## src/rtl/branch_predictor.sv

```systemverilog
// Direct-mapped BTB with saturating direction counters: combinational fetch lookup,
// EX-stage training, mispredict/redirect generation and prediction statistics.
module branch_predictor #(
    parameter int unsigned ENTRIES = 16,
    parameter int unsigned CNT_W   = 2,
    parameter int unsigned ADDR_W  = 32,
    parameter int unsigned STAT_W  = 32
) (
    input  logic              clk,
    input  logic              rst,
    input  logic [ADDR_W-1:0] if_pc,
    output logic              pred_hit,
    output logic              pred_taken,
    output logic [ADDR_W-1:0] pred_target,
    input  logic              upd_valid,
    input  logic [ADDR_W-1:0] upd_pc,
    input  logic              upd_taken,
    input  logic [ADDR_W-1:0] upd_target,
    input  logic              upd_is_jump,
    input  logic              upd_pred_taken,
    input  logic [ADDR_W-1:0] upd_pred_target,
    output logic              mispredict,
    output logic [ADDR_W-1:0] redirect_pc,
    input  logic              clr_stats,
    output logic [STAT_W-1:0] br_cnt,
    output logic [STAT_W-1:0] miss_cnt
);

    localparam int unsigned IDX_W = $clog2(ENTRIES);
    localparam int unsigned TAG_W = ADDR_W - IDX_W - 2;
    localparam logic [CNT_W-1:0] CNT_MAX = '1;
    localparam logic [CNT_W-1:0] CNT_WT  = CNT_W'(1 << (CNT_W - 1));
    localparam logic [CNT_W-1:0] CNT_WNT = CNT_W'((1 << (CNT_W - 1)) - 1);

    logic              valid_q  [ENTRIES];
    logic              valid_d  [ENTRIES];
    logic [TAG_W-1:0]  tag_q    [ENTRIES];
    logic [TAG_W-1:0]  tag_d    [ENTRIES];
    logic [ADDR_W-1:0] target_q [ENTRIES];
    logic [ADDR_W-1:0] target_d [ENTRIES];
    logic [CNT_W-1:0]  cnt_q    [ENTRIES];
    logic [CNT_W-1:0]  cnt_d    [ENTRIES];
    logic [STAT_W-1:0] br_cnt_q, br_cnt_d;
    logic [STAT_W-1:0] miss_cnt_q, miss_cnt_d;

    logic [IDX_W-1:0] if_idx, upd_idx;
    logic [TAG_W-1:0] if_tag, upd_tag;
    logic             upd_hit;

    assign if_idx  = if_pc[IDX_W+1:2];
    assign if_tag  = if_pc[ADDR_W-1:IDX_W+2];
    assign upd_idx = upd_pc[IDX_W+1:2];
    assign upd_tag = upd_pc[ADDR_W-1:IDX_W+2];
    assign upd_hit = valid_q[upd_idx] && (tag_q[upd_idx] == upd_tag);

    // Fetch-side lookup; reads pre-update contents (no write-through).
    always_comb begin
        pred_hit    = valid_q[if_idx] && (tag_q[if_idx] == if_tag);
        pred_taken  = pred_hit && cnt_q[if_idx][CNT_W-1];
        pred_target = pred_taken ? target_q[if_idx] : if_pc + ADDR_W'(4);
    end

    always_comb begin
        mispredict  = upd_valid && ((upd_pred_taken != upd_taken) ||
                                    (upd_taken && (upd_pred_target != upd_target)));
        redirect_pc = upd_taken ? upd_target : upd_pc + ADDR_W'(4);
    end

    // Training and statistics next-state.
    always_comb begin
        valid_d    = valid_q;
        tag_d      = tag_q;
        target_d   = target_q;
        cnt_d      = cnt_q;
        br_cnt_d   = br_cnt_q;
        miss_cnt_d = miss_cnt_q;
        if (upd_valid) begin
            br_cnt_d = br_cnt_q + STAT_W'(1);
            if (mispredict) begin
                miss_cnt_d = miss_cnt_q + STAT_W'(1);
            end
            if (upd_hit) begin
                if (upd_is_jump) begin
                    cnt_d[upd_idx]    = CNT_MAX;
                    target_d[upd_idx] = upd_target;
                end else if (upd_taken) begin
                    if (cnt_q[upd_idx] != CNT_MAX) begin
                        cnt_d[upd_idx] = cnt_q[upd_idx] + CNT_W'(1);
                    end
                    target_d[upd_idx] = upd_target;
                end else if (cnt_q[upd_idx] != '0) begin
                    cnt_d[upd_idx] = cnt_q[upd_idx] - CNT_W'(1);
                end
            end else if (upd_taken) begin
                // Allocation evicts whatever currently occupies the slot.
                valid_d[upd_idx]  = 1'b1;
                tag_d[upd_idx]    = upd_tag;
                target_d[upd_idx] = upd_target;
                cnt_d[upd_idx]    = upd_is_jump ? CNT_MAX : CNT_WT;
            end
        end
        if (clr_stats) begin
            br_cnt_d   = '0;
            miss_cnt_d = '0;
        end
    end

    always_ff @(posedge clk) begin
        if (rst) begin
            for (int i = 0; i < int'(ENTRIES); i++) begin
                valid_q[i]  <= 1'b0;
                tag_q[i]    <= '0;
                target_q[i] <= '0;
                cnt_q[i]    <= CNT_WNT;
            end
            br_cnt_q   <= '0;
            miss_cnt_q <= '0;
        end else begin
            valid_q    <= valid_d;
            tag_q      <= tag_d;
            target_q   <= target_d;
            cnt_q      <= cnt_d;
            br_cnt_q   <= br_cnt_d;
            miss_cnt_q <= miss_cnt_d;
        end
    end

    assign br_cnt   = br_cnt_q;
    assign miss_cnt = miss_cnt_q;

endmodule
```

## config.mk

```make
export PLATFORM = sky130hd
export DESIGN_NAME = branch_predictor
export DESIGN_NICKNAME = d
export VERILOG_FILES = /design/src/rtl/branch_predictor.sv
export SDC_FILE = /design/constraint.sdc
export NUM_CORES = 2
export LEC_CHECK = 0
export CORE_MARGIN = 2
export CORE_UTILIZATION = 40
export CTS_BUF_LIST = sky130_fd_sc_hd__clkbuf_8 sky130_fd_sc_hd__clkbuf_16
export CTS_CLUSTER_DIAMETER = 100
export DETAILED_ROUTE_END_ITERATION = 16
export GPL_TIMING_DRIVEN = 0
export PLACE_DENSITY = 0.68
export SLEW_MARGIN = 20
export SYNTH_ARGS = -nofsm -noshare
export SYNTH_HDL_FRONTEND = slang
export SYNTH_SLANG_ARGS = --single-unit
export TNS_END_PERCENT = 20
```

## constraint.sdc

```tcl
create_clock -name clk -period 8.5 [get_ports clk]
set_clock_uncertainty 0.05 [all_clocks]
set_input_delay 2.55 -clock clk [delete_from_list [all_inputs] [get_ports clk]]
set_output_delay 2.55 -clock clk [all_outputs]
set_load 0.01 [all_outputs]
```

# == After elaboration in Yosys (flattened, before gate mapping) ==
# Cells that the tools add are included.
# Widths: inputs -> output; s select.
# op_classes
muxes,46
n_eq_ne,6
n_shift,0
addsub,6
multipliers,0
n_reduce_logical,14
bitwise,5
order_cmp,3
n_div,0
# ops
operator,n
$mux 512,3
$bwmux 512,1
$bwmux 416,1
$mux 32,11
$bmux 26 s4,2
$mux 26,5
$bmux 32 s4,1
$demux 32 s4,1
$demux 26 s4,1
$bwmux 32,3
$add 32x1->32 const B,2
$add 32x3->32 const B,2
$eq 26x26->1,2
$ne 32x32->1,1
$or 32x32->32,1
$bmux 2 s4,2
$or 16x16->16,1
$ge 5x5->1 const B,2
$mux 2,5
$not 4->5,2
$bmux 1 s4,2
$demux 2 s4,1
$logic_and 1x1->1,6
$mux 1,6
other kinds (15),16
# word_totals
mem_bits_rw,0
rom_bits,0
latch_bits,0
ff_bits,1040
memories,0
out_inout_bits,131
inputBits,135
word_cells,146

# == Depth between registers and ports, before layout ==
# depth
depth_word,10
mapped_depth,18
mapped_depth_nobuf,11

# == Worst setup path before layout ==
# OpenSTA, ideal clock, no wires.
# synth_path
kind,in2out
from,input port if_pc[3]
to,output port pred_target[0]
cell_stages,12
required_ns,5.900
t_arrival_ns,6.017
path_slack_ns,-0.117
n_path_buf,9
cell_sequence,buf_2 buf_2 buf_2 buf_2 buf_2 buf_2 buf_2 buf_1 clkbuf_1 mux4_2 mux4_2 mux2_2
# synth_via
elab_chain_len,8
word_cells_on_any_way,17
cone_classes,eq/ne: 1; mux: 13; bitwise: 1; reduce/logical: 2
# synth_lines
element,line_no,rtl
"start, declared",11,"input logic [ADDR_W-1:0] if_pc,"
$not 4->5 (not written as such) (*),"58, 59, 60",
$bmux 26 s4,58,pred_hit = valid_q[if_idx] && (tag_q[if_idx] == if_tag);
$mux 26 (not written as such) (2 in series),58,
$eq 26x26->1,58,
$logic_and 1x1->1,58,
$logic_and 1x1->1,59,pred_taken = pred_hit && cnt_q[if_idx][CNT_W-1];
$mux 32 (*),60,pred_target = pred_taken ? target_q[if_idx] : if_pc + ADDR_W'(4);
"end, declared",14,"output logic [ADDR_W-1:0] pred_target,"
# Mark *: on every way between the ends. The rest lies on a longest branch, timed or not. The select of a mux whose other input is x is not followed.

# == Worst setup path after layout ==
# layout_path
from,input port if_pc[3]
to,output port pred_target[2]
# The elaborated chain is that of the path after synthesis.

==> run metrics <==
status=complete, but fails checks; failing checks=setup timing; yosys warns=0; worst hold start=valid_q[1]; Cells after Synth=4,981; RSZ-0062 raised after global routing=true; max-slew violations=0; drt wl/cell=31.6 µm; Pleak=0.0294 µW; final setup violating endpoints=37; share of cells above drive strength 1=0.185; Post-Syn Nets=5,125; top cells by area, synth=dfxtp_1, mux2i_1, mux4_2, nand2b_1, nor2_1; worst vdd ir=0.171 mV; syn avg cell area=10.8 µm²; Iteration-0 DRC Markers=5,944; die area=138,000 µm²; root buffer cell=clkbuf_16; Yosys reg bits=1,040; Hold Crit Endpoint=valid_q[1]; Max Buffers Root-to-Sink=3; register area share after synthesis=0.387; Final nets=5,569; vias in the first global route=43,300; CP Launch Type=input port; fin crit period=8.94 ns; 1st-pass router iterations=8; RR Startpoint=tag_q[8]; fmax=112 MHz; Total Power=11,500 µW; largest net degree at the start of global routing=29; Clock Sink Count=1,040; Post-Place Worst Slack=-4.52 ns; Worst-Margin Slew=1.32 ns; Placeable Area=133,000 µm²; Clk Latency, worst-skew pair=0.79 ns; PortBufs=257; # hold bufs at CTS=0; Pwr Density=176 nW/µm²; reg2reg setup slack=3.64 ns; Initial Utilization=0.403; Die H=371 µm; Reg2Reg Capture Point=tag_q[76]; fillers=12,000; initial antenna violation count=16; vias per cell=6.11; Synth area leader=dfxtp_1; vias=44,600; DRC Markers=0; HPWL Detailed=167 mm; worst path required time=5.90 ns; fraction of registers with async set/reset=0; number of CTS-inserted buffers=116; main flop type after synthesis=dfxtp_1; top cell type's share of synthesized area=0.387; Hold Crit Depth=2; Final Hold Fails=0; total gr overflow=0; maxcap violations=0; most frequent cells in the layout=mux2i_1, dfxtp_1, nand2b_1, nor2_1, mux4_2; Syn Std Cell Area=53,800 µm²; final antenna-violating net count=0; CP Capture Type=output port; global-route wire length before repair=321 mm; Setup WS post-layout=-0.444 ns; critical path class=in -> out; IO Pins=266; die width=371 µm; Layout area overhead=20.7%; Worst Path Max Fanout=8; GRT Resource Usage Total=0.327; Yosys cell types=69; crit share post-route=1.05; number of synthesized flops with an enable pin=0; Worst Path Arrival=6.34 ns; H-Tree Depth=3; commonest non-fill, non-tap cell in the layout=mux2i_1; gp weighted congestion=1.06; slew margin rel.=0.119; row count=134; HP Class=reg -> reg; clk slew on worst S/H paths=0.06 ns; WL final=231 mm; Worst R2R Path Depth=13; CTS tree=yes
[cells in the mapped netlist, drive strengths merged (20+ instances only)]
master  count
a21oi      41
a22oi      21
and2       26
and3       40
buf       192
clkbuf    298
dfxtp    1040
inv        53
mux2       45
mux2i    1072
mux4      364
nand2     107
nand2b    551
nand3      66
nand4      35
nor2      521
nor2b      35
nor3       32
nor4       20
o21ai      54
o31ai      20
xnor2     100
xor2       89
[cells by family (layout without fill, tap and decap cells)]
| family | after synthesis | after routing | share of synthesized area |
|---|---|---|---|
| DFF | 1040 | 1040 | 0.387 |
| buffers and inverters | 544 | 1083 | 0.0463 |
| AOI/OAI and AO/OA | 247 | 247 | 0.0326 |
| muxes | 1481 | 1481 | 0.361 |
| xor gates and xnor gates | 189 | 189 | 0.0307 |
| other | 0 | 4 | 0 |
| and+or+nand+nor | 1471 | 1471 | 0.141 |
| adders and majority gates | 9 | 9 | 0.00209 |
[layout make-up]
| type | instances | area (µm²) | area share |
|---|---|---|---|
| antenna | 4 | 10.0 | 0.000154 |
| buffer | 482 | 3130 | 0.0481 |
| clock buffer | 140 | 3230 | 0.0497 |
| clock inverter | 73 | 722 | 0.0111 |
| inverter | 54 | 203 | 0.00312 |
| multi-input combinational | 3397 | 31200 | 0.480 |
| sequential | 1040 | 20800 | 0.320 |
| tap | 1768 | 2210 | 0.0340 |
| timing repair buffer | 334 | 3500 | 0.0538 |
[metrics by stage]
stage	instances	instance area, µm²	util	TNS (ns)	hold slack (ns)
detailed placement	7008	58700	0.440	-233.45	0.405
CTS	7286	64800	0.486	-6.65	0.412
global placement	7006	58600	0.439	-243.27	0.393
finish	7292	65000	0.487	-11.62	0.417
floorplan	4981	53900	-	-0.469	0.382
global route	7288	65000	0.487	-12.24	0.439
[state kept, by name, summed over array words and instances (netlist names)]
| signal | count |
|---|---|
| valid_q | 16 |
| cnt_q | 32 |
| target_q | 512 |
| br_cnt | 32 |
| tag_q | 416 |
| miss_cnt | 32 |
[timing repair]
item / 4_1_cts / 5_1_grt
cloned: 9 / 0
buffers inserted: 64 / 4
endpoints found under the setup margin: 65 / 51
resized for setup: 554 / 38
pin swaps: 26 / 9
[critical path: stages]
cell	delay, ns
buf_4	0.15
buf_12	0.14
buf_16	0.16
buf_16	0.17
buf_12	0.14
buf_4	0.13
mux4_2	0.23
mux2i_1	0.09
mux2i_2	0.44
xor2_1	0.24
nor2_1	0.14
nand4_1	0.10
or4_4	0.44
nor3_4	0.13
buf_6	0.17
buf_8	0.15
buf_16	0.13
buf_6	0.10
mux2i_4	0.29
buf_2	0.18
[how the worst max path moves through the flow]
stage              from         endpoint  slack, ns
2_1_floorplan  if_pc[3]  pred_target[14]      -0.05
3_3_place_gp   if_pc[3]  pred_target[31]      -4.53
3_5_place_dp   if_pc[3]  pred_target[31]      -4.52
4_1_cts        if_pc[2]   pred_target[2]      -0.37
5_1_grt        if_pc[2]  pred_target[29]      -0.45
6_report       if_pc[3]   pred_target[2]      -0.44
[routing by layer]
| layer | track usage | wire, µm | up-vias |
|---|---|---|---|
| li1 | - | - | 18500 |
| met1 | 0.406 | 85400 | 22200 |
| met2 | 0.494 | 99400 | 3024 |
| met3 | 0.109 | 30000 | 801 |
| met4 | 0.195 | 15900 | 14 |
| met5 | 0 | 104 | - |
[power breakdown]
part           switching [µW]  internal [µW]
clock                    2270           2960
sequential               24.4           4910
combinational             839            471
total                    3130           8340
No activity file was read; power rests on OpenSTA's default activity.
